[config.mk]
export PLATFORM = sky130hd
export DESIGN_NAME = wb_cdb_arbiter
export DESIGN_NICKNAME = d
export VERILOG_FILES = /design/src/rtl/wb_pkg.sv /design/src/rtl/wb_fifo.sv /design/src/rtl/wb_cdb_arbiter.sv
export SDC_FILE = /design/constraint.sdc
export NUM_CORES = 1
export LEC_CHECK = 0
export CORE_MARGIN = 4
export CORE_UTILIZATION = 65
export DETAILED_ROUTE_END_ITERATION = 6
export PLACE_DENSITY = 0.87
export SLEW_MARGIN = 20
export SYNTH_ARGS = -nofsm -noshare
export SYNTH_HDL_FRONTEND = slang
export SYNTH_SLANG_ARGS = --single-unit
[constraint.sdc]
create_clock -name clk -period 20.8 [get_ports clk]
set_input_delay 4.16 -clock clk [delete_from_list [all_inputs] [get_ports clk]]
set_output_delay 4.16 -clock clk [all_outputs]
set_load 0.05 [all_outputs]
[src/rtl/wb_pkg.sv]
// Shared types and helpers for the writeback / common-data-bus slice.
//
// Contents:
//   WB_TAG_W, WB_PREG_W : entry field widths (ROB tag and physical register index)
//   SRC_ALU/SRC_B/SRC_MEM : source encodings driven on cdb_src
//   wb_entry_t          : one buffered functional-unit result
//   rob_age()           : distance of a tag from the ROB head (smaller = older)
//   rob_younger()       : true when tag a is younger than tag b
package wb_pkg;

  localparam int WB_TAG_W  = 5;
  localparam int WB_PREG_W = 7;

  localparam logic [1:0] SRC_ALU = 2'd0;
  localparam logic [1:0] SRC_B   = 2'd1;
  localparam logic [1:0] SRC_MEM = 2'd2;

  typedef struct packed {
    logic                 valid;
    logic [WB_TAG_W-1:0]  rob_tag;
    logic [WB_PREG_W-1:0] pd;
    logic                 has_dest;
    logic [31:0]          result;
  } wb_entry_t;

  // Modular distance from the head; the subtraction wraps at 2^WB_TAG_W.
  function automatic logic [WB_TAG_W-1:0] rob_age(input logic [WB_TAG_W-1:0] tag,
                                                  input logic [WB_TAG_W-1:0] head);
    return tag - head;
  endfunction

  function automatic logic rob_younger(input logic [WB_TAG_W-1:0] a,
                                       input logic [WB_TAG_W-1:0] b,
                                       input logic [WB_TAG_W-1:0] head);
    return rob_age(a, head) > rob_age(b, head);
  endfunction

endpackage

[src/rtl/wb_fifo.sv]
// Flushable per-source result FIFO.
//
// Every slot carries its own valid bit so a mispredict can squash entries in
// place without disturbing pointers. Squashed slots reaching the head are
// reclaimed one per cycle without being offered to the CDB.
//
// Ports:
//   clk, reset          : clock, synchronous active-high reset
//   rob_head            : oldest ROB tag, age reference for squashing
//   mispredict          : flush request
//   mispredict_tag      : tag of the mispredicted branch
//   in_entry            : incoming result (in_entry.valid = push request)
//   pop                 : head was granted the CDB this cycle
//   head_entry          : current head slot contents
//   head_eligible       : head is valid and not being killed this cycle
//   stall               : registered backpressure, free slots <= STALL_THRESH
module wb_fifo
  import wb_pkg::*;
#(
  parameter int DEPTH        = 4,
  parameter int STALL_THRESH = 2
) (
  input  logic                clk,
  input  logic                reset,
  input  logic [WB_TAG_W-1:0] rob_head,
  input  logic                mispredict,
  input  logic [WB_TAG_W-1:0] mispredict_tag,
  input  wb_entry_t           in_entry,
  input  logic                pop,
  output wb_entry_t           head_entry,
  output logic                head_eligible,
  output logic                stall
);

  localparam int PTR_W = $clog2(DEPTH);
  localparam int CNT_W = PTR_W + 1;

  wb_entry_t        slots [DEPTH];
  logic [PTR_W-1:0] head;
  logic [PTR_W-1:0] tail;
  logic [CNT_W-1:0] count;
  logic [CNT_W-1:0] count_next;
  logic [DEPTH-1:0] kill;
  logic             kill_in;
  logic             full;
  logic             push_ok;
  logic             pop_ok;
  logic             reclaim;

  // Kill mask: anything strictly younger than the mispredicted branch dies.
  always_comb begin
    kill = '0;
    for (int i = 0; i < DEPTH; i++) begin
      kill[i] = mispredict && rob_younger(slots[i].rob_tag, mispredict_tag, rob_head);
    end
  end

  assign kill_in       = mispredict && rob_younger(in_entry.rob_tag, mispredict_tag, rob_head);
  assign full          = (count == CNT_W'(DEPTH));
  assign push_ok       = in_entry.valid && !full;
  assign head_entry    = slots[head];
  assign head_eligible = (count != '0) && slots[head].valid && !kill[head];
  assign pop_ok        = pop && head_eligible;
  // A hole at the head is never eligible, so pop and reclaim are exclusive.
  assign reclaim       = (count != '0) && !slots[head].valid;

  // Occupancy after this cycle's push and pop/reclaim.
  always_comb begin
    count_next = count;
    if (push_ok) begin
      count_next = count_next + 1'b1;
    end
    if (pop_ok || reclaim) begin
      count_next = count_next - 1'b1;
    end
  end

  // Storage, pointers, count and registered stall.
  always_ff @(posedge clk) begin
    if (reset) begin
      head  <= '0;
      tail  <= '0;
      count <= '0;
      stall <= 1'b0;
      for (int i = 0; i < DEPTH; i++) begin
        slots[i] <= '0;
      end
    end else begin
      for (int i = 0; i < DEPTH; i++) begin
        if (kill[i]) begin
          slots[i].valid <= 1'b0;
        end
      end
      // Clearing the departing slot keeps valid bits confined to occupied slots.
      if (pop_ok || reclaim) begin
        slots[head].valid <= 1'b0;
        head              <= head + 1'b1;
      end
      // Squashed arrivals still take a slot so ordering stays simple; they are
      // reclaimed as holes later.
      if (push_ok) begin
        slots[tail] <= '{valid:    !kill_in,
                          rob_tag:  in_entry.rob_tag,
                          pd:       in_entry.pd,
                          has_dest: in_entry.has_dest,
                          result:   in_entry.result};
        tail        <= tail + 1'b1;
      end
      count <= count_next;
      stall <= (int'(DEPTH) - int'(count_next)) <= STALL_THRESH;
    end
  end

  // Upstream must honour stall; a push into a full FIFO is a protocol error.
  assert property (@(posedge clk) disable iff (reset) !(in_entry.valid && full))
    else $error("wb_fifo: push into full FIFO");

endmodule

[src/rtl/wb_cdb_arbiter.sv]
// Writeback arbiter driving the common data bus.
//
// Buffers ALU, branch and memory results in one flushable FIFO each and
// broadcasts the oldest eligible head (by ROB age) every cycle.
//
// Ports:
//   clk, reset                       : clock, synchronous active-high reset
//   rob_head                         : oldest ROB tag, age reference
//   mispredict, mispredict_tag       : flush younger-than-branch results
//   {alu,b,mem}_valid/_rob_tag/_pd/_has_dest/_result : incoming results
//   {alu,b,mem}_stall                : registered backpressure to each RS
//   cdb_valid/_src/_rob_tag/_pd/_has_dest/_result    : broadcast (combinational)
module wb_cdb_arbiter
  import wb_pkg::*;
#(
  parameter int FIFO_DEPTH   = 4,
  parameter int TAG_W        = WB_TAG_W,
  parameter int PREG_W       = WB_PREG_W,
  parameter int STALL_THRESH = 2
) (
  input  logic              clk,
  input  logic              reset,
  input  logic [TAG_W-1:0]  rob_head,
  input  logic              mispredict,
  input  logic [TAG_W-1:0]  mispredict_tag,
  input  logic              alu_valid,
  input  logic [TAG_W-1:0]  alu_rob_tag,
  input  logic [PREG_W-1:0] alu_pd,
  input  logic              alu_has_dest,
  input  logic [31:0]       alu_result,
  input  logic              b_valid,
  input  logic [TAG_W-1:0]  b_rob_tag,
  input  logic [PREG_W-1:0] b_pd,
  input  logic              b_has_dest,
  input  logic [31:0]       b_result,
  input  logic              mem_valid,
  input  logic [TAG_W-1:0]  mem_rob_tag,
  input  logic [PREG_W-1:0] mem_pd,
  input  logic              mem_has_dest,
  input  logic [31:0]       mem_result,
  output logic              alu_stall,
  output logic              b_stall,
  output logic              mem_stall,
  output logic              cdb_valid,
  output logic [1:0]        cdb_src,
  output logic [TAG_W-1:0]  cdb_rob_tag,
  output logic [PREG_W-1:0] cdb_pd,
  output logic              cdb_has_dest,
  output logic [31:0]       cdb_result
);

  wb_entry_t         in_e   [3];
  wb_entry_t         head_e [3];
  logic [2:0]        elig;
  logic [2:0]        pop;
  logic [2:0]        stall;
  logic              grant_valid;
  logic [1:0]        grant_src;
  logic [TAG_W-1:0]  best_age;
  wb_entry_t         sel;

  // Pack each source's result bus into the common entry format.
  always_comb begin
    in_e[SRC_ALU] = '{valid: alu_valid, rob_tag: alu_rob_tag, pd: alu_pd,
                      has_dest: alu_has_dest, result: alu_result};
    in_e[SRC_B]   = '{valid: b_valid, rob_tag: b_rob_tag, pd: b_pd,
                      has_dest: b_has_dest, result: b_result};
    in_e[SRC_MEM] = '{valid: mem_valid, rob_tag: mem_rob_tag, pd: mem_pd,
                      has_dest: mem_has_dest, result: mem_result};
  end

  for (genvar g = 0; g < 3; g++) begin : g_fifo
    wb_fifo #(
      .DEPTH        (FIFO_DEPTH),
      .STALL_THRESH (STALL_THRESH)
    ) u_fifo (
      .clk            (clk),
      .reset          (reset),
      .rob_head       (rob_head),
      .mispredict     (mispredict),
      .mispredict_tag (mispredict_tag),
      .in_entry       (in_e[g]),
      .pop            (pop[g]),
      .head_entry     (head_e[g]),
      .head_eligible  (elig[g]),
      .stall          (stall[g])
    );
  end

  assign alu_stall = stall[SRC_ALU];
  assign b_stall   = stall[SRC_B];
  assign mem_stall = stall[SRC_MEM];

  // Oldest-first grant. Tags are unique, so the strict compare never ties;
  // sel stays zero when nothing is eligible, which zeroes the data outputs.
  always_comb begin
    grant_valid = 1'b0;
    grant_src   = SRC_ALU;
    best_age    = '0;
    sel         = '0;
    pop         = '0;
    for (int i = 0; i < 3; i++) begin
      if (elig[i] && (!grant_valid || rob_age(head_e[i].rob_tag, rob_head) < best_age)) begin
        grant_valid = 1'b1;
        grant_src   = 2'(i);
        best_age    = rob_age(head_e[i].rob_tag, rob_head);
        sel         = head_e[i];
      end
    end
    for (int i = 0; i < 3; i++) begin
      pop[i] = grant_valid && (grant_src == 2'(i));
    end
  end

  assign cdb_valid    = grant_valid && sel.valid;
  assign cdb_src      = grant_src;
  assign cdb_rob_tag  = sel.rob_tag;
  assign cdb_pd       = sel.pd;
  assign cdb_has_dest = sel.has_dest;
  assign cdb_result   = sel.result;

endmodule

; ---- Yosys cells after proc, flatten, opt, wreduce, memory -nomap -nowiden
; Memory sizes are Yosys's and may differ from the RTL's. A register that Yosys moved wholly into a read port is not among the register bits.
; Cells that the tools add are included.
[classes]
add_sub_neg = 34
n_lt_le_gt_ge = 23
eq_ne = 5
n_mux = 96
n_bitwise = 12
n_reduce_logical = 59
[op_table]
columns = cell, n
row1 = 46-bit two-way mux, 3
row2 = 32-bit by 3-bit <= comparator with 1-bit output (second input constant), 3
row3 = 5-bit subtractor, 19
row4 = 5-bit > comparator, 15
row5 = 1-bit two-way mux, 75
row6 = 1-bit logical AND, 36
row7 = 3-bit two-way mux, 6
row8 = 1-bit zero test, 14
row9 = 2-bit two-way mux, 7
row10 = 2-bit by 1-bit adder with 2-bit output (second input constant), 6
row11 = 1-bit bitwise OR, 12
row12 = 3-bit by 3-bit subtractor with 4-bit output (first input constant), 3
row13 = 5-bit less-than comparator, 2
row14 = 5-bit two-way mux, 2
row15 = 3-bit by 1-bit adder with 3-bit output (second input constant), 3
row16 = 3-bit equality test (second input constant), 3
row17 = 2-bit by 3-bit less-than comparator with 1-bit output (second input constant), 3
row18 = 3-bit nonzero test, 3
row19 = 3-bit by 1-bit subtractor with 3-bit output (second input constant), 3
row20 = 1-bit binary-select mux with 2-bit select, 3
row21 = 1-bit logical OR, 5
row22 = 2-bit by 1-bit equality test with 1-bit output (second input constant), 1
row23 = 2-bit equality test (second input constant), 1
row24 = 2-bit zero test, 1
[totals]
register_bits = 24
mem_bits_rw = 552
input_bits = 151
out_inout_bits = 51
elab_cells = 244
mem_count = 3
[memory_table]
columns = name, words, width, read_ports, rd_ports_with_merged_regs, write_ports, line
row1 = g_fifo[0].u_fifo.slots, 4, 46, 5, 1, 6, wb_fifo.sv:38  ; wb_entry_t slots [DEPTH];
row2 = g_fifo[1].u_fifo.slots, 4, 46, 5, 1, 6, wb_fifo.sv:38
row3 = g_fifo[2].u_fifo.slots, 4, 46, 5, 1, 6, wb_fifo.sv:38

; ---- Depth between registers and ports, before layout
; Gate-level depths: netlist (run 1).
; An unclocked memory read counts as a cell.
[logic_depth]
ltp_word = 24
ltp_mapped = 45
mapped_depth_nobuf = 43

; ---- By module
; A second synthesis (run 1) with hierarchy kept.
[unflattened]
cells_unflattened = 2371
hier_area_um2 = 32070.8
[by_module_without_submodules]
columns = module, n_inst, cells_per_inst, area_per_inst_um2
row1 = wb_fifo (g_fifo[0].u_fifo), 1, 732, 10113.4
row2 = wb_fifo (g_fifo[1].u_fifo), 1, 716, 10055.9
row3 = wb_fifo (g_fifo[2].u_fifo), 1, 712, 10034.6
row4 = wb_cdb_arbiter, 1, 211, 1866.8

; ---- Worst setup path before layout (run 1)
; No wires, ideal clock.
[synth_path]
path_type = input -> output
start = input port rob_head[1]
end = output port cdb_pd[3]
t_arrival_ns = 12.993
setup_slack_ns = 3.647
cell_stages = 36
path_buffers = 2
path_cell_list = inv_1 fa_1 a21oi_1 nor2_1 nor2_1 xnor2_1 ha_1 nand3_1 or4b_1 a32oi_1 nor4_1 nor3_2 nand2_2 nand2_1 ha_1 a21o_1 a21oi_1 nor2b_1 o21ai_0 nand2b_1 a21oi_1 clkbuf_1 nor2_1 a21oi_1 ha_1 a21o_1 a21o_1 a21oi_1 inv_1 a41oi_1 inv_1 a31oi_1 nand3b_1 nand2_1 clkbuf_1 o221ai_1
[synth_via]
elab_chain_cells = 16
[synth_lines]
columns = element, line
row1 = from (decl), wb_cdb_arbiter.sv:23  ; input logic [TAG_W-1:0] rob_head,
row2 = 5-bit subtractor, wb_pkg.sv:29  ; return tag - head;
row3 = 5-bit > comparator, wb_pkg.sv:35  ; return rob_age(a, head) > rob_age(b, head);
row4 = 1-bit logical AND, wb_fifo.sv:54  ; kill[i] = mispredict && rob_younger(slots[i].rob_tag, mispredict_tag, rob_head);
row5 = 1-bit binary-select mux with 2-bit select, wb_fifo.sv:62  ; assign head_eligible = (count != '0) && slots[head].valid && !kill[head];
row6 = 1-bit two-way mux (implied by the code), wb_fifo.sv:62
row7 = 1-bit zero test, wb_fifo.sv:62
row8 = 1-bit logical AND, wb_fifo.sv:62
row9 = 5-bit two-way mux or 1-bit two-way mux (tied branches), wb_cdb_arbiter.sv:103  ; if (elig[i] && (!grant_valid || rob_age(head_e[i].rob_tag, rob_head) < best_age)) begin
row10 = 5-bit less-than comparator or 1-bit zero test (tied branches), wb_cdb_arbiter.sv:103
row11 = 1-bit logical OR, wb_cdb_arbiter.sv:103
row12 = 1-bit logical AND, wb_cdb_arbiter.sv:103
row13 = 5-bit two-way mux or 1-bit two-way mux (tied branches), wb_cdb_arbiter.sv:103
row14 = 5-bit less-than comparator or 1-bit zero test (tied branches), wb_cdb_arbiter.sv:103
row15 = 1-bit logical OR, wb_cdb_arbiter.sv:103
row16 = 1-bit logical AND, wb_cdb_arbiter.sv:103
row17 = 46-bit two-way mux (*), wb_cdb_arbiter.sv:103
row18 = to (decl), wb_cdb_arbiter.sv:47  ; output logic [PREG_W-1:0] cdb_pd,
; Every way passes the cells marked *; elsewhere a longest branch is shown, timed or not. The select of a mux whose other input is x is not followed.

; ---- Worst setup path after layout (run 1)
[layout_path]
start = input port rob_head[1]
end = output port cdb_result[23]
[layout_via]
elab_chain_cells = 16
[layout_lines]
columns = element, line
row1 = 5-bit subtractor, wb_pkg.sv:29
row2 = 5-bit > comparator, wb_pkg.sv:35
row3 = 1-bit logical AND, wb_fifo.sv:54
row4 = 1-bit binary-select mux with 2-bit select, wb_fifo.sv:62
row5 = 1-bit two-way mux (implied by the code), wb_fifo.sv:62
row6 = 1-bit zero test, wb_fifo.sv:62
row7 = 1-bit logical AND, wb_fifo.sv:62
row8 = 5-bit two-way mux or 1-bit two-way mux (tied branches), wb_cdb_arbiter.sv:103
row9 = 5-bit less-than comparator or 1-bit zero test (tied branches), wb_cdb_arbiter.sv:103
row10 = 1-bit logical OR, wb_cdb_arbiter.sv:103
row11 = 1-bit logical AND, wb_cdb_arbiter.sv:103
row12 = 5-bit two-way mux or 1-bit two-way mux (tied branches), wb_cdb_arbiter.sv:103
row13 = 5-bit less-than comparator or 1-bit zero test (tied branches), wb_cdb_arbiter.sv:103
row14 = 1-bit logical OR, wb_cdb_arbiter.sv:103
row15 = 1-bit logical AND, wb_cdb_arbiter.sv:103
row16 = 46-bit two-way mux (*), wb_cdb_arbiter.sv:103
row17 = to (decl), wb_cdb_arbiter.sv:49  ; output logic [31:0] cdb_result
; Marked as above.

==> impl_table.tex, run 1 <==
\begin{tabular}{lr}
\hline
Metric & Value \\
\hline
\multicolumn{2}{l}{\textbf{Outcome}} \\
\quad Outcome & complete, but fails checks \\
\quad Violations in the final reports & DRC \\
\multicolumn{2}{l}{\textbf{Layout}} \\
\quad Final std cells w/o fill & roughly 3300 \\
\quad Utilization of the core after routing & between 70\% and 80\% \\
\quad Fraction of final layout cells with drive strength greater than 1 & a little under an eighth \\
\quad Net count of the finished layout & about 3000 \\
\quad Most frequent cells in the layout & 552 x sky130\_fd\_sc\_hd\_\_edfxtp\_1, 546 x sky130\_fd\_sc\_hd\_\_and3\_1, 200 x sky130\_fd\_sc\_hd\_\_clkdlybuf4s50\_1 \\
\quad Leading cell type in the layout, fill and taps excluded & sky130\_fd\_sc\_hd\_\_edfxtp\_1 \\
\quad Final Cell Area & between 30000 and 40000 um2 \\
\quad Area growth, synth to finish & 14.28\% \\
\multicolumn{2}{l}{\textbf{Clock tree}} \\
\quad Hold-fix buffer count after cts & 0 \\
\quad \# resized after CTS & 0 \\
\quad Clk\_lat worst skew & between 600 and 700 ps \\
\quad Setup Buffers After CTS & 0 \\
\quad TritonCTS Sinks & 582 \\
\quad H-tree depth & 2 \\
\quad Cell at the root of the clock tree & sky130\_fd\_sc\_hd\_\_clkbuf\_16 \\
\quad Inserted Clock Buffers & 57 \\
\quad Clock input transition at the sequential cells of the worst setup and hold paths & 60 ps \\
\quad Clock tree from TritonCTS & done \\
\quad CTS Buffer Depth & 3 \\
\multicolumn{2}{l}{\textbf{Detailed routing}} \\
\quad M1 WL & roughly 33 mm \\
\quad Length of routed met2 wiring & 45.40 mm \\
\quad Highest metal layer with signal wires & met5 \\
\quad Vias per Instance & between 6 and 7 \\
\quad Wire length on met3 & 10.65 mm \\
\quad Avg WL per Cell & 28.50 um \\
\quad Vias & 22883 \\
\quad Residual antenna-violating net count after detailed routing & 0 \\
\quad Detailed Route WL & 95.00 mm \\
\quad Total iterations of the first detailed-routing run & 7 \\
\quad Number of DRC violations after detailed-routing iteration 0 & 3218 \\
\quad Total DRC errors in the routed layout & 3 \\
\multicolumn{2}{l}{\textbf{STA}} \\
\quad Max-slew violations & 0 \\
\quad Worst-margin pin slew & approximately 1000 ps \\
\quad Final-layout worst hold slack & between 500 and 600 ps \\
\quad Final WS setup & roughly 2400 ps \\
\quad Maximum clock frequency & around 54 MHz \\
\quad Number of endpoints failing setup at the final stage & 0 \\
\quad Setup Total Neg Slack & 0 ps \\
\quad Number of hold-slack violations in the final timing report & 0 \\
\quad Minimum clock period & 18410 ps \\
\quad Setup repair after global routing missed its margin & false \\
\quad Worst Skew & 15.57 ps \\
\quad Remaining max-slew budget at the tightest pin & 30.36\% \\
\quad Crit share post-route & 88.49\% \\
\multicolumn{2}{l}{\textbf{Global route}} \\
\quad Aggregate global-route resource usage & roughly a third \\
\quad Number of antenna violations at the first check in global routing & 8 \\
\quad First-pass GRT wire length & $\sim$140 mm \\
\quad Largest net degree at the start of global routing & roughly 160 \\
\quad Number of global-route vias before repair & 22819 \\
\quad Remaining global-route overflow & 0 \\
\multicolumn{2}{l}{\textbf{Die}} \\
\quad Std cell rows & 81 \\
\quad Die height & 230.2 um \\
\quad Total core area & between 40000 and 50000 um2 \\
\quad Overall die area & roughly 53000 um2 \\
\quad Die Span X & 230.2 um \\
\quad Starting utilization of the core area & 65.71\% \\
\quad IO Count & about 200 \\
\multicolumn{2}{l}{\textbf{Yosys}} \\
\quad Average cell area after synthesis & roughly 13 um2 \\
\quad Synth unique cells & between 70 and 80 \\
\quad Number of warnings issued by yosys & 0 \\
\quad Proportion of register bits with asynchronous set or reset after synthesis & 0\% \\
\quad Instance count of the mapped netlist & $\sim$2500 \\
\quad Summed instance area of the synthesized netlist & 32100 um2 \\
\quad Register bit count reported by yosys & between 500 and 600 \\
\quad Area fraction of the dominant cell type after synthesis & around half \\
\quad Synth area leader & sky130\_fd\_sc\_hd\_\_edfxtp\_1 \\
\quad Dominant synthesized flop cell & sky130\_fd\_sc\_hd\_\_edfxtp\_1 \\
\quad Sequential share of the synthesized area & a little over half \\
\quad Top area cells in the synthesized netlist & sky130\_fd\_sc\_hd\_\_edfxtp\_1 52\%, sky130\_fd\_sc\_hd\_\_and3\_1 11\%, sky130\_fd\_sc\_hd\_\_mux4\_2 9.7\%, sky130\_fd\_sc\_hd\_\_ha\_1 6.8\%, sky130\_fd\_sc\_hd\_\_xnor2\_1 2.0\% \\
\quad Synth Net Count & around 2800 \\
\quad Number of enable flip-flop cells after synthesis & 552 \\
\multicolumn{2}{l}{\textbf{Placement}} \\
\quad Placed Area & approximately 35000 um2 \\
\quad HPWL reported at the end of detailed placement & 60.02 mm \\
\quad Number of placed instances, taps included & 3216 \\
\quad Quantity of I/O buffers inserted on ports & about 200 \\
\quad Final Wtd Congestion & approximately 0.94 \\
\quad Setup slack after placement & $\sim$2600 ps \\
\multicolumn{2}{l}{\textbf{Min path}} \\
\quad Start point of the worst min-delay path & g\_fifo[1].u\_fifo.head[1]\$\_SDFFE\_PP0N\_ \\
\quad Min-Delay Path Class & register to register \\
\quad Hold Path Cell Cnt & 2 \\
\multicolumn{2}{l}{\textbf{Worst setup path}} \\
\quad Arrival time at the worst endpoint & 14250 ps \\
\quad Crit Path Category & input pin to primary output \\
\quad Worst R2R Start & g\_fifo[0].u\_fifo.slots[0][40]\$\_SDFFCE\_PN0P\_ \\
\quad Peak fanout along the critical path & 91 \\
\quad Cell with the largest stage delay on the worst path & sky130\_fd\_sc\_hd\_\_clkdlybuf4s50\_1 \\
\quad Endpoint of the worst-slack reg-to-reg timing path & g\_fifo[0].u\_fifo.slots[0][45]\$\_SDFFCE\_PN0P\_ \\
\quad Flop-to-flop setup slack & 11740 ps \\
\quad Family of cells with the greatest summed delay on the critical path & compound AO/OA/AOI/OAI gates \\
\quad Element type at the critical path end & primary output \\
\quad Largest stage delay on the critical path & between 800 and 900 ps \\
\quad Buffers plus inverters on the worst setup path & 6 \\
\quad FF-to-FF path depth & 36 \\
\quad Required time of the critical path & between 15000 and 20000 ps \\
\quad Worst Setup Start Kind & input pin \\
\multicolumn{2}{l}{\textbf{Pwr}} \\
\quad Worst voltage drop across the vdd grid & $\sim$180 uV \\
\quad Power density cells & 129.1 nW/um2 \\
\quad Reported leakage power & around 16 nW \\
\quad Overall power after layout & roughly 4.7 mW \\
\multicolumn{2}{l}{\textbf{Flow run}} \\
\quad Max-cap violation count & 0 \\
\hline
\end{tabular}
power by group:
part	total, mW	leakage [nW]	internal [mW]	switching (mW)
Combinational	2.12	8.64	0.764	1.36
Clock	1.10	0.958	0.646	0.456
Sequential	1.51	5.99	1.42	0.0866
logic make-up after synthesis:
logic type	Yosys count	synth area share [%]
adder cells (fa/ha/maj)	199	8.162
AND/OR/NAND/NOR	892	15.93
multiplexers	146	9.940
flip-flops	582	53.51
AO/OA/AOI/OAI	253	5.633
buffers and inverters	300	3.555
XOR/XNOR	112	3.267
cell type report:
cell class                      instances  area (um2)
Tap cell                              664       830.8
Clock inverter                         41       488.0
Fill cell                            2940       12170
Inverter                              128       480.5
Timing Repair Buffer                  242        2351
Clock buffer                           66        1481
Antenna cell                            8       20.02
Multi-Input combinational cell       1602       13840
Sequential cell                       582       17190
how the worst max path moves through the flow:
stage / end / startpoint / depth (start not counted) / slack [ps]
after floorplan: cdb_pd[3] / rob_head[1] / 36 / 3650
final: cdb_result[23] / rob_head[1] / 35 / 2390
after global routing: cdb_has_dest / rob_head[1] / 35 / 1700
after global placement: cdb_result[10] / rob_head[1] / 34 / 2920
after detailed placement: cdb_result[14] / rob_head[1] / 34 / 2550
after CTS: cdb_result[23] / rob_head[1] / 34 / 2500
Yosys cell counts, drive strengths merged, types with 5 or more instances:
cell type / instances
edfxtp: 552
and3: 546
ha: 175
clkbuf: 158
mux4: 138
inv: 128
nand2: 120
nor2: 79
xnor2: 76
a21oi: 68
o221ai: 45
a21o: 38
xor2: 33
dfxtp: 30
nor2b: 26
o21ai: 20
fa: 19
nand3: 19
and2: 17
or2: 17
nand2b: 16
buf: 14
a31oi: 11
nand4: 11
nor3: 11
a211oi: 10
o211ai: 8
nor4: 7
a21boi: 6
a221o: 6
a311oi: 6
mux2i: 6
maj3: 5
worst register-to-register path: cells and delay by family (launching register included):
family | cells | cell delay, ps
buf+inv | 4 | 290
simple gates | 11 | 2530
fa+ha+maj | 5 | 1390
compound gates | 15 | 4140
xor+xnor | 1 | 110
flops | 1 | 350
sequential cells by signal, indices dropped and copies added (netlist names), named ones only:
signal / count
g_fifo.u_fifo.stall: 3
g_fifo.u_fifo.head: 6
g_fifo.u_fifo.count: 9
g_fifo.u_fifo.tail: 6
g_fifo.u_fifo.slots: 552
layer usage:
layer | up-vias | track usage, %
met3 | 315 | 7.557
li1 | 9754 | -
met5 | - | 0
met2 | 1675 | 56.85
met1 | 11135 | 44.69
met4 | 4 | 19.98
No activity file was read; power rests on OpenSTA's default activity.
==> run 2, diff against run 1 <==
--- a/config.mk
+++ b/config.mk
@@ -9,7 +9,7 @@
 export CORE_UTILIZATION = 65
 export DETAILED_ROUTE_END_ITERATION = 6
 export PLACE_DENSITY = 0.87
-export SLEW_MARGIN = 20
+export SLEW_MARGIN = 10
 export SYNTH_ARGS = -nofsm -noshare
 export SYNTH_HDL_FRONTEND = slang
 export SYNTH_SLANG_ARGS = --single-unit
==> run 2 against run 1 <==
  * The flow now finishes without violations
  * Sequential power about the same
  * Global-route usage unchanged
  * Register-to-register slack worse by 20 ps
  * Non-clock buffer count is 1 lower
  * Clock power barely moved
  * Maximum frequency shrank 0.23%
  * Combinational power barely moved
  * Critical path depth is 2 higher
==> impl_table.tex, run 2 (synthesized netlist as in run 1, its figures left out) <==
\begin{tabular}{lr}
\hline
Metric & Value \\
\hline
\multicolumn{2}{l}{\textbf{Pwr}} \\
\quad Power density cells & 129.0 nW/um2 (about the same) \\
\quad Reported leakage power & 15.58 nW (about the same) \\
\quad Worst voltage drop across the vdd grid & 183.0 uV (about the same) \\
\quad Overall power after layout & 4.728 mW (-0.15\%) \\
\multicolumn{2}{l}{\textbf{Layout}} \\
\quad Most frequent cells in the layout & 552 x sky130\_fd\_sc\_hd\_\_edfxtp\_1, 546 x sky130\_fd\_sc\_hd\_\_and3\_1, 200 x sky130\_fd\_sc\_hd\_\_clkdlybuf4s50\_1 \\
\quad Fraction of final layout cells with drive strength greater than 1 & 11.69\% (-0.033 points) \\
\quad Final Cell Area & 36650 um2 (about the same) \\
\quad Top reg by flops & g\_fifo.u\_fifo.slots \\
\quad Flip-flop count of the largest register after layout & 552 (unchanged) \\
\quad Area growth, synth to finish & 14.19\% (about the same) \\
\quad Utilization of the core after routing & 75.03\% (about the same) \\
\quad Net count of the finished layout & 2957 (-0.034\%) \\
\quad Largest registers & g\_fifo.u\_fifo.slots (552), g\_fifo.u\_fifo.count (9) \\
\quad Leading cell type in the layout, fill and taps excluded & sky130\_fd\_sc\_hd\_\_edfxtp\_1 \\
\quad Final std cells w/o fill & 3333 (unchanged) \\
\multicolumn{2}{l}{\textbf{Die}} \\
\quad IO Count & 202 (unchanged) \\
\quad Die height & 230.2 um (unchanged) \\
\quad Overall die area & 53000 um2 (unchanged) \\
\quad Starting utilization of the core area & 65.71\% (unchanged) \\
\quad Std cell rows & 81 (unchanged) \\
\quad Die Span X & 230.2 um (unchanged) \\
\quad Total core area & 48850 um2 (unchanged) \\
\multicolumn{2}{l}{\textbf{Global route}} \\
\quad Largest net degree at the start of global routing & 161 (unchanged) \\
\quad Number of antenna violations at the first check in global routing & 8 (unchanged) \\
\quad Aggregate global-route resource usage & 35.22\% (unchanged) \\
\quad First-pass GRT wire length & 141.1 mm (unchanged) \\
\quad Number of global-route vias before repair & 22819 (unchanged) \\
\quad Remaining global-route overflow & 0 (unchanged) \\
\multicolumn{2}{l}{\textbf{Detailed routing}} \\
\quad Total iterations of the first detailed-routing run & 6 (-1) \\
\quad Residual antenna-violating net count after detailed routing & 0 (unchanged) \\
\quad Avg WL per Cell & 28.47 um (-0.13\%) \\
\quad Detailed Route WL & 94.88 mm (-0.13\%) \\
\quad Vias & 22843 (-0.17\%) \\
\quad Number of DRC violations after detailed-routing iteration 0 & 3299 (+2.5\%) \\
\quad Total DRC errors in the routed layout & 0 (-3) \\
\quad Vias per Instance & 6.854 (-0.17\%) \\
\multicolumn{2}{l}{\textbf{Worst setup path}} \\
\quad Element type at the critical path end & primary output \\
\quad Number of stages on the worst setup path & 37 (+5.7\%) \\
\quad Flop-to-flop setup slack & 11720 ps (-20 ps) \\
\quad Peak fanout along the critical path & 91 (unchanged) \\
\quad Largest stage delay on the critical path & 880 ps (about the same) \\
\quad Cell seen most often among critical-path stages & sky130\_fd\_sc\_hd\_\_ha\_1 \\
\quad Buffers plus inverters on the worst setup path & 7 (+1) \\
\quad Family of cells with the greatest summed delay on the critical path & simple AND/OR/NAND/NOR gates \\
\quad Crit Path Category & input pin to primary output \\
\quad FF-to-FF path depth & 41 (+14\%) \\
\quad Worst Setup Start Kind & input pin \\
\quad Required time of the critical path & 16640 ps (about the same) \\
\quad Cell with the largest stage delay on the worst path & sky130\_fd\_sc\_hd\_\_clkdlybuf4s50\_1 \\
\quad Launching element of the worst setup path & rob\_head[0] \\
\quad Worst R2R Start & g\_fifo[0].u\_fifo.slots[0][40]\$\_SDFFCE\_PN0P\_ \\
\quad Worst setup path endpoint & cdb\_result[23] \\
\quad Arrival time at the worst endpoint & 14290 ps (+40 ps) \\
\quad Endpoint of the worst-slack reg-to-reg timing path & g\_fifo[2].u\_fifo.stall\$\_SDFF\_PP0\_ \\
\multicolumn{2}{l}{\textbf{STA}} \\
\quad Max-slew violations & 0 (unchanged) \\
\quad Number of endpoints failing setup at the final stage & 0 (unchanged) \\
\quad Remaining max-slew budget at the tightest pin & 17.90\% (-12 points) \\
\quad Number of hold-slack violations in the final timing report & 0 (unchanged) \\
\quad Maximum clock frequency & 54.21 MHz (-0.23\%) \\
\quad Worst-margin pin slew & 1232 ps (+189.3 ps) \\
\quad Minimum clock period & 18450 ps (+42.28 ps) \\
\quad Worst Skew & 18.65 ps (+3.081 ps) \\
\quad Setup Total Neg Slack & 0 ps (unchanged) \\
\quad Setup repair after global routing missed its margin & false \\
\quad Crit share post-route & 88.69\% (+0.20 points) \\
\multicolumn{2}{l}{\textbf{Placement}} \\
\quad Quantity of I/O buffers inserted on ports & 201 (unchanged) \\
\quad Final Wtd Congestion & 0.9357 (unchanged) \\
\quad Placed Area & 34640 um2 (unchanged) \\
\quad HPWL reported at the end of detailed placement & 60.02 mm (unchanged) \\
\quad Number of placed instances, taps included & 3216 (unchanged) \\
\multicolumn{2}{l}{\textbf{Clock tree}} \\
\quad H-tree depth & 2 (unchanged) \\
\quad Clock tree from TritonCTS & done \\
\quad \# resized after CTS & 0 (unchanged) \\
\quad Cell at the root of the clock tree & sky130\_fd\_sc\_hd\_\_clkbuf\_16 \\
\quad Setup Buffers After CTS & 0 (unchanged) \\
\quad TritonCTS Sinks & 582 (unchanged) \\
\quad CTS Buffer Depth & 3 (unchanged) \\
\quad Clock input transition at the sequential cells of the worst setup and hold paths & 70 ps (about the same) \\
\quad Clk\_lat worst skew & 620 ps (about the same) \\
\quad Hold-fix buffer count after cts & 0 (unchanged) \\
\quad Inserted Clock Buffers & 57 (unchanged) \\
\multicolumn{2}{l}{\textbf{Outcome}} \\
\quad Outcome & finished clean \\
\multicolumn{2}{l}{\textbf{Flow run}} \\
\quad Max-cap violation count & 0 (unchanged) \\
\multicolumn{2}{l}{\textbf{Min path}} \\
\quad Min-Delay Path Class & register to register \\
\hline
\end{tabular}
run 2: worst min path at each step:
| stage | from | endpoint | slack [ps] | cells after the start |
|---|---|---|---|---|
| after floorplan | g_fifo[1].u_fifo.head[1]$_SDFFE_PP0N_ | register | 500 | 2 |
| after global placement | g_fifo[1].u_fifo.head[1]$_SDFFE_PP0N_ | register | 530 | 2 |
| after detailed placement | g_fifo[1].u_fifo.head[1]$_SDFFE_PP0N_ | register | 570 | 2 |
| after CTS | g_fifo[1].u_fifo.head[1]$_SDFFE_PP0N_ | register | 590 | 2 |
| after global routing | g_fifo[1].u_fifo.head[1]$_SDFFE_PP0N_ | register | 630 | 2 |
| final | g_fifo[1].u_fifo.head[1]$_SDFFE_PP0N_ | register | 600 | 2 |
run 2: metrics by stage:
stage	hold WS (ps)	setup WS, ps
floorplan	503.4	3647
global placement	528.6	2920
detailed placement	569.1	2550
CTS	589.0	2498
global route	628.1	1693
finish	598.0	2352
run 2: final cells by class:
class	instances	area, um2
timing repair buffer	241	2320
tap	664	830.8
inverter	128	480.5
clock buffer	66	1481
antenna	9	22.52
sequential	582	17190
multi-input combinational	1602	13840
clock inverter	41	488.0
fill	2944	12200
run 2: worst register-to-register path: cells and delay by family, from the launching register on:
family	cells	cell delay, ps
AND/OR/NAND/NOR	14	2750
multiplexers	1	400
buffers and inverters	5	360
flip-flops	1	350
AO/OA/AOI/OAI	14	3360
XOR/XNOR	1	110
adder cells (fa/ha/maj)	6	1630
run 2: metal layers:
metal / track usage, % / up-vias / routed length (um)
li1: - / 9753 / -
met1: 44.69 / 11151 / 32360
met2: 56.85 / 1630 / 45410
met3: 7.557 / 305 / 10750
met4: 19.98 / 4 / 6324
met5: 0 / - / 27
run 2: report_power, final:
group	switching, mW	internal (mW)
logic	1.34	0.760
registers	0.101	1.42
clock network	0.455	0.646
